--- config.mk ---
export PLATFORM = sky130hd
export DESIGN_NAME = vga_timing_gen
export DESIGN_NICKNAME = d
export VERILOG_FILES = /design/src/rtl/vga_timing_pkg.sv /design/src/rtl/vga_axis_cnt.sv /design/src/rtl/vga_timing_gen.sv
export SDC_FILE = /design/constraint.sdc
export NUM_CORES = 1
export LEC_CHECK = 0
export CAP_MARGIN = 20
export CORE_MARGIN = 2
export CORE_UTILIZATION = 55
export DETAILED_ROUTE_END_ITERATION = 10
export GPL_TIMING_DRIVEN = 1
export HOLD_SLACK_MARGIN = 0.02
export MAX_ROUTING_LAYER = met4
export PLACE_DENSITY = 0.8
export SKIP_CTS_REPAIR_TIMING = 1
export SLEW_MARGIN = 20
export SYNTH_ARGS = -nofsm -noshare
export SYNTH_HDL_FRONTEND = slang
export SYNTH_SLANG_ARGS = --single-unit
export TNS_END_PERCENT = 30
--- constraint.sdc ---
create_clock -name clk -period 3.9 [get_ports clk]
set_clock_uncertainty 0.2 [all_clocks]
set_input_delay 0.78 -clock clk [delete_from_list [all_inputs] [get_ports clk]]
set_output_delay 0.78 -clock clk [all_outputs]
set_load 0.01 [all_outputs]
--- src/rtl/vga_timing_pkg.sv ---
// Shared raster constants: default 800x600@60 timing, coordinate widths, overlay bounds.
// Imported by the timing generator and the DRAW_* region decoders.
package vga_timing_pkg;

   localparam int H_ACTIVE_DEF = 800;
   localparam int H_FP_DEF     = 40;
   localparam int H_SYNC_DEF   = 128;
   localparam int H_BP_DEF     = 88;
   localparam int V_ACTIVE_DEF = 600;
   localparam int V_FP_DEF     = 1;
   localparam int V_SYNC_DEF   = 4;
   localparam int V_BP_DEF     = 23;

   localparam int X_W = 11;
   localparam int Y_W = 10;

   function automatic int axis_total(input int act, input int fp, input int sync, input int bp);
      return act + fp + sync + bp;
   endfunction

   localparam int H_TOTAL_DEF = axis_total(H_ACTIVE_DEF, H_FP_DEF, H_SYNC_DEF, H_BP_DEF);
   localparam int V_TOTAL_DEF = axis_total(V_ACTIVE_DEF, V_FP_DEF, V_SYNC_DEF, V_BP_DEF);

   // Overlay window bounds used by the region decoders (inclusive, active-area coordinates)
   localparam int OVL_COL_L = 16;
   localparam int OVL_COL_R = 783;
   localparam int OVL_ROW_T = 16;
   localparam int OVL_ROW_B = 583;

endpackage

--- src/rtl/vga_axis_cnt.sv ---
// One raster axis: wrapping position counter plus combinational decode of its next value.
// Advances only when adv is high; the decodes are meant to be registered by the caller.
module vga_axis_cnt #(
   parameter int ACTIVE = 800,
   parameter int FP     = 40,
   parameter int SYNC   = 128,
   parameter int BP     = 88,
   parameter bit POL    = 1'b1,
   parameter int W      = 11
) (
   input  logic         clk,
   input  logic         reset,
   input  logic         adv,
   output logic [W-1:0] cnt_nxt,
   output logic         sync_nxt,
   output logic         act_nxt,
   output logic         zero_nxt
);

   localparam int TOTAL = ACTIVE + FP + SYNC + BP;
   localparam logic [W-1:0] LAST    = W'(TOTAL - 1);
   localparam logic [W-1:0] SYNC_LO = W'(ACTIVE + FP);
   localparam logic [W-1:0] SYNC_HI = W'(ACTIVE + FP + SYNC - 1);
   localparam logic [W-1:0] ACT_END = W'(ACTIVE);

   logic [W-1:0] cnt_q;

   // Parked on the last position so the first advance after reset lands on zero
   always_ff @(posedge clk or negedge reset) begin
      if (!reset) begin
         cnt_q <= LAST;
      end else if (adv) begin
         cnt_q <= cnt_nxt;
      end
   end

   always_comb begin
      cnt_nxt = cnt_q;
      if (adv) begin
         cnt_nxt = (cnt_q == LAST) ? '0 : cnt_q + 1'b1;
      end
      sync_nxt = (cnt_nxt >= SYNC_LO && cnt_nxt <= SYNC_HI) ? POL : ~POL;
      act_nxt  = (cnt_nxt < ACT_END);
      zero_nxt = (cnt_nxt == '0);
   end

endmodule

--- src/rtl/vga_timing_gen.sv ---
// Raster timing source: pixel coordinates, syncs, active video and line/frame strobes, all registered together.
// One pixel per clock; with VGA_TIMING_CE_EN defined, everything advances only on pix_ce.
module vga_timing_gen
   import vga_timing_pkg::*;
#(
   parameter int H_ACTIVE = H_ACTIVE_DEF,
   parameter int H_FP     = H_FP_DEF,
   parameter int H_SYNC   = H_SYNC_DEF,
   parameter int H_BP     = H_BP_DEF,
   parameter int V_ACTIVE = V_ACTIVE_DEF,
   parameter int V_FP     = V_FP_DEF,
   parameter int V_SYNC   = V_SYNC_DEF,
   parameter int V_BP     = V_BP_DEF,
   parameter bit HS_POL   = 1'b1,
   parameter bit VS_POL   = 1'b1
) (
   input  logic           clk,
   input  logic           reset,
`ifdef VGA_TIMING_CE_EN
   input  logic           pix_ce,
`endif
   output logic [X_W-1:0] clk_x,
   output logic [Y_W-1:0] clk_y,
   output logic           hsync,
   output logic           vsync,
   output logic           active,
   output logic           line_start,
   output logic           frame_start
);

   localparam int H_TOTAL = axis_total(H_ACTIVE, H_FP, H_SYNC, H_BP);
   localparam int V_TOTAL = axis_total(V_ACTIVE, V_FP, V_SYNC, V_BP);

   if (H_TOTAL > 2048 || V_TOTAL > 1024) begin : g_bad_timing
      $fatal(1, "vga_timing_gen: raster totals exceed coordinate width");
   end

   logic ce;
`ifdef VGA_TIMING_CE_EN
   assign ce = pix_ce;
`else
   assign ce = 1'b1;
`endif

   logic [X_W-1:0] h_nxt;
   logic [Y_W-1:0] v_nxt;
   logic           h_sync_nxt, h_act_nxt, h_zero_nxt;
   logic           v_sync_nxt, v_act_nxt, v_zero_nxt;
   logic           v_adv;

   // The line counter steps on the same edge the pixel counter wraps to zero
   assign v_adv = ce & h_zero_nxt;

   vga_axis_cnt #(
      .ACTIVE (H_ACTIVE),
      .FP     (H_FP),
      .SYNC   (H_SYNC),
      .BP     (H_BP),
      .POL    (HS_POL),
      .W      (X_W)
   ) u_h_cnt (
      .clk      (clk),
      .reset    (reset),
      .adv      (ce),
      .cnt_nxt  (h_nxt),
      .sync_nxt (h_sync_nxt),
      .act_nxt  (h_act_nxt),
      .zero_nxt (h_zero_nxt)
   );

   vga_axis_cnt #(
      .ACTIVE (V_ACTIVE),
      .FP     (V_FP),
      .SYNC   (V_SYNC),
      .BP     (V_BP),
      .POL    (VS_POL),
      .W      (Y_W)
   ) u_v_cnt (
      .clk      (clk),
      .reset    (reset),
      .adv      (v_adv),
      .cnt_nxt  (v_nxt),
      .sync_nxt (v_sync_nxt),
      .act_nxt  (v_act_nxt),
      .zero_nxt (v_zero_nxt)
   );

   // Every output is loaded from the same next-count decode, so they never skew
   always_ff @(posedge clk or negedge reset) begin
      if (!reset) begin
         clk_x       <= '0;
         clk_y       <= '0;
         hsync       <= ~HS_POL;
         vsync       <= ~VS_POL;
         active      <= 1'b0;
         line_start  <= 1'b0;
         frame_start <= 1'b0;
      end else if (ce) begin
         clk_x       <= h_nxt;
         clk_y       <= v_nxt;
         hsync       <= h_sync_nxt;
         vsync       <= v_sync_nxt;
         active      <= h_act_nxt & v_act_nxt;
         line_start  <= h_zero_nxt;
         frame_start <= h_zero_nxt & v_zero_nxt;
      end
   end

endmodule

==> flow_metrics.env <==
export IMPL_ys_seq_area_share_pct=49.42
export IMPL_die_w_um=66.63
export IMPL_post_route_min_period_ns=3.473
export IMPL_wire_per_inst_um=14.38
export IMPL_crit_top_cell="o21ai_2"
export IMPL_via_per_inst=5.599
export IMPL_cpPeakStageDelay_ns=0.68
export IMPL_synth_nets=218
export IMPL_vdd_drop_max_mv=0.2110
export IMPL_maxSlewHeadroom_pct=40.78
export IMPL_io_pins=28
export IMPL_clockBufferDepth=2
export IMPL_post_route_util_pct=67.34
export IMPL_cp_num_buf_inv=1
export IMPL_final_cell_mix="dfrtp_1 (30), clkdlybuf4s50_1 (26), nand2_1 (18)"
export IMPL_grt_ovfl_total=0
export IMPL_finalSetupViolCount=0
export IMPL_area_growth_pct=16.01
export IMPL_h_tree_depth=2
export IMPL_synth_seq_cells=42
export IMPL_wl_mm=3.984
export IMPL_antenna_cells=0
export IMPL_power_leakage_uw=0.001061
export IMPL_cts_root_buf="clkbuf_8"
export IMPL_fin_area_mm2=0.002502
export IMPL_fin_crit_sh_pct=89.06
export IMPL_critPathKind="flop to flop"
export IMPL_cpMaxStageDelayCell="or4_4"
export IMPL_worst_path_dominant_cell_family="simple AND/OR/NAND/NOR gates"
export IMPL_pwr_share_comb_pct=1.0
export IMPL_placed_area_mm2=0.002386
export IMPL_grt_pass1_vias=1407
export IMPL_power_switching_uw=146.7
export IMPL_crit_path_start_kind="flop"
export IMPL_p_int_uw=644.8
export IMPL_die_area_mm2=0.004439
export IMPL_synth_edf_count=0
export IMPL_ys_warnings_count=0
export IMPL_clk_pin_slew_ns=0.08
export IMPL_numClockSinks=42
export IMPL_drv_slew=0
export IMPL_required_ns=3.89
export IMPL_grt_max_degree=43
export IMPL_worstPathMaxFanout=27
export IMPL_seqPwrFrac_pct=55.1
export IMPL_cts_buffers=5
export IMPL_power_frac_clock_pct=43.9
export IMPL_drtIter0Drc=150
export IMPL_finalSetupTns_ns=0
export IMPL_synth_cell_types=54
export IMPL_gp_congestion=0.9307
export IMPL_cts_tree="built"
export IMPL_grt_pass1_wl_mm=6.755
export IMPL_max_freq_mhz=287.9
export IMPL_via_count=1551
export IMPL_hpwl_mm=2.872
export IMPL_rsz0062_at_grt="false"
export IMPL_drc=0
export IMPL_min_path_type="flop to flop"
export IMPL_synth_async_reset_ratio_pct=100.0
export IMPL_hold_viol_final=0
export IMPL_netlist_area_mm2=0.002157
export IMPL_netlist_instances=212
export IMPL_antenna_found_initial=0
export IMPL_final_layout_size_suffix_gt1_share_pct=13.97
export IMPL_antenna_left=0
export IMPL_worstMarginPinSlew_ns=0.8883
export IMPL_clk_latency_ns=0.28
export IMPL_die_h_um=66.63
export IMPL_path_cells="ha_1, nand4_1, nor3_4, o21ai_2, or4_4, o21ai_2, o31a_4, inv_2, or3_1, nor4_2"
export IMPL_status="finished, final reports clean"
export IMPL_critPathCaptureType="flop"
export IMPL_syn_area_per_cell_um2=10.17
export IMPL_p_sw_share_pct=18.53
export IMPL_final_common_cell="dfrtp_1"
export IMPL_numPortBuffers=27
export IMPL_row_count=22
export IMPL_start_util_pct=58.05
export IMPL_crit_arrival_ns=3.47
export IMPL_ys_flop_type="dfrtp_1"
export IMPL_nNetsFinal=234
export IMPL_coreArea_mm2=0.003716
export IMPL_max_cap_violations=0
export IMPL_power_density_mw_per_mm2=316.3
export IMPL_dr_pass1_iters=5
export IMPL_grt_use_total_pct=20.87
routing by layer:
| metal | up-vias | part of all wire, % | GRT usage (%) |
|---|---|---|---|
| li1 | 771 | - | - |
| met1 | 735 | 48 | 29.09 |
| met2 | 43 | 47 | 31.25 |
| met3 | 2 | 3.7 | 4.054 |
| met4 | 0 | 0.68 | 6.122 |
| met5 | - | 0 | - |
stage by stage:
step / instances / setup slack [ns] / power, uW / hold slack, ns
after floorplan: 212 / 0.7977 / 444.0 / 0.2844
after global placement: 269 / 0.5687 / 452.5 / 0.3159
after detailed placement: 269 / 0.4863 / 452.9 / 0.3287
after CTS: 277 / 0.4233 / 799.5 / 0.3415
after global routing: 277 / 0.1381 / 821.4 / 0.3552
final: 277 / 0.4266 / 791.5 / 0.3425
cells by family (layout without fill, tap and decap cells):
logic type               after synthesis  after routing  synth area share (%)
AND/OR/NAND/NOR                       71             71                 18.62
AO/OA/AOI/OAI                         46             46                 15.60
flip-flops                            42             42                 49.42
buffers and inverters                 31             48                 6.729
XOR/XNOR                              18             18                 7.309
adder cells (fa/ha/maj)                4              4                 2.320
flip-flops by register name, summed over array words and instances (netlist names):
signal         count
hsync              1
active             1
vsync              1
u_v_cnt.cnt_q     10
line_start         1
frame_start        1
clk_x              6
u_h_cnt.cnt_q     11
clk_y             10
Yosys cell counts, types with 3 or more instances:
cell type / count / area share (%)
o22a_1: 3 / 1.2
nor2_1: 12 / 2.1
o21ai_0: 10 / 2.3
nand2b_1: 3 / 0.87
clkbuf_1: 8 / 1.4
and3_1: 5 / 1.5
dfstp_2: 12 / 15
inv_1: 12 / 2.1
o31ai_1: 4 / 1.4
nand4_1: 4 / 1.2
ha_1: 4 / 2.3
buf_4: 5 / 1.7
xor2_1: 5 / 2.0
a21oi_1: 4 / 0.93
dfrtp_1: 30 / 35
xnor2_1: 13 / 5.3
nand2_1: 18 / 3.1
nor4_1: 3 / 0.87
nand3_1: 8 / 1.9
a31oi_1: 6 / 1.7
final timing paths:
check / from / endpoint / slack [ns] / cells after the start
max in group asynchronous: reset / clk_y[2] / 2.53 / 1
worst min-delay path: u_v_cnt.cnt_q[1] / u_v_cnt.cnt_q[1] / 0.34 / 2
worst max-delay path: u_h_cnt.cnt_q[0] / frame_start / 0.43 / 10
min in group asynchronous: reset / clk_x[3] / 0.41 / 1
worst max register to register: u_h_cnt.cnt_q[0] / frame_start / 0.43 / 10
worst min register to register: u_v_cnt.cnt_q[1] / u_v_cnt.cnt_q[1] / 0.34 / 2
tightest hold or removal path: stages, from the launching register on:
cell and delay [ns]:
dfstp_2 0.40, nand2_1 0.07, o31ai_1 0.07
cell type report:
class,instances,area (um^2)
fill,277,1214
sequential,42,1066
multi-input combinational,139,945.9
timing repair buffer,27,265.3
clock buffer,7,86.33
tap,48,60.06
inverter,13,48.80
clock inverter,1,30.03
power by group through the flow:
| stage | clock (uW) | sequential [uW] | combinational (uW) |
|---|---|---|---|
| after floorplan | 0 | 444 | 0.000434 |
| after global placement | 0 | 444 | 8.64 |
| after detailed placement | 0 | 444 | 9.06 |
| after CTS | 355 | 436 | 8.98 |
| after global routing | 375 | 436 | 10.2 |
| final | 348 | 436 | 8.10 |
No activity file was read; power rests on OpenSTA's default activity.
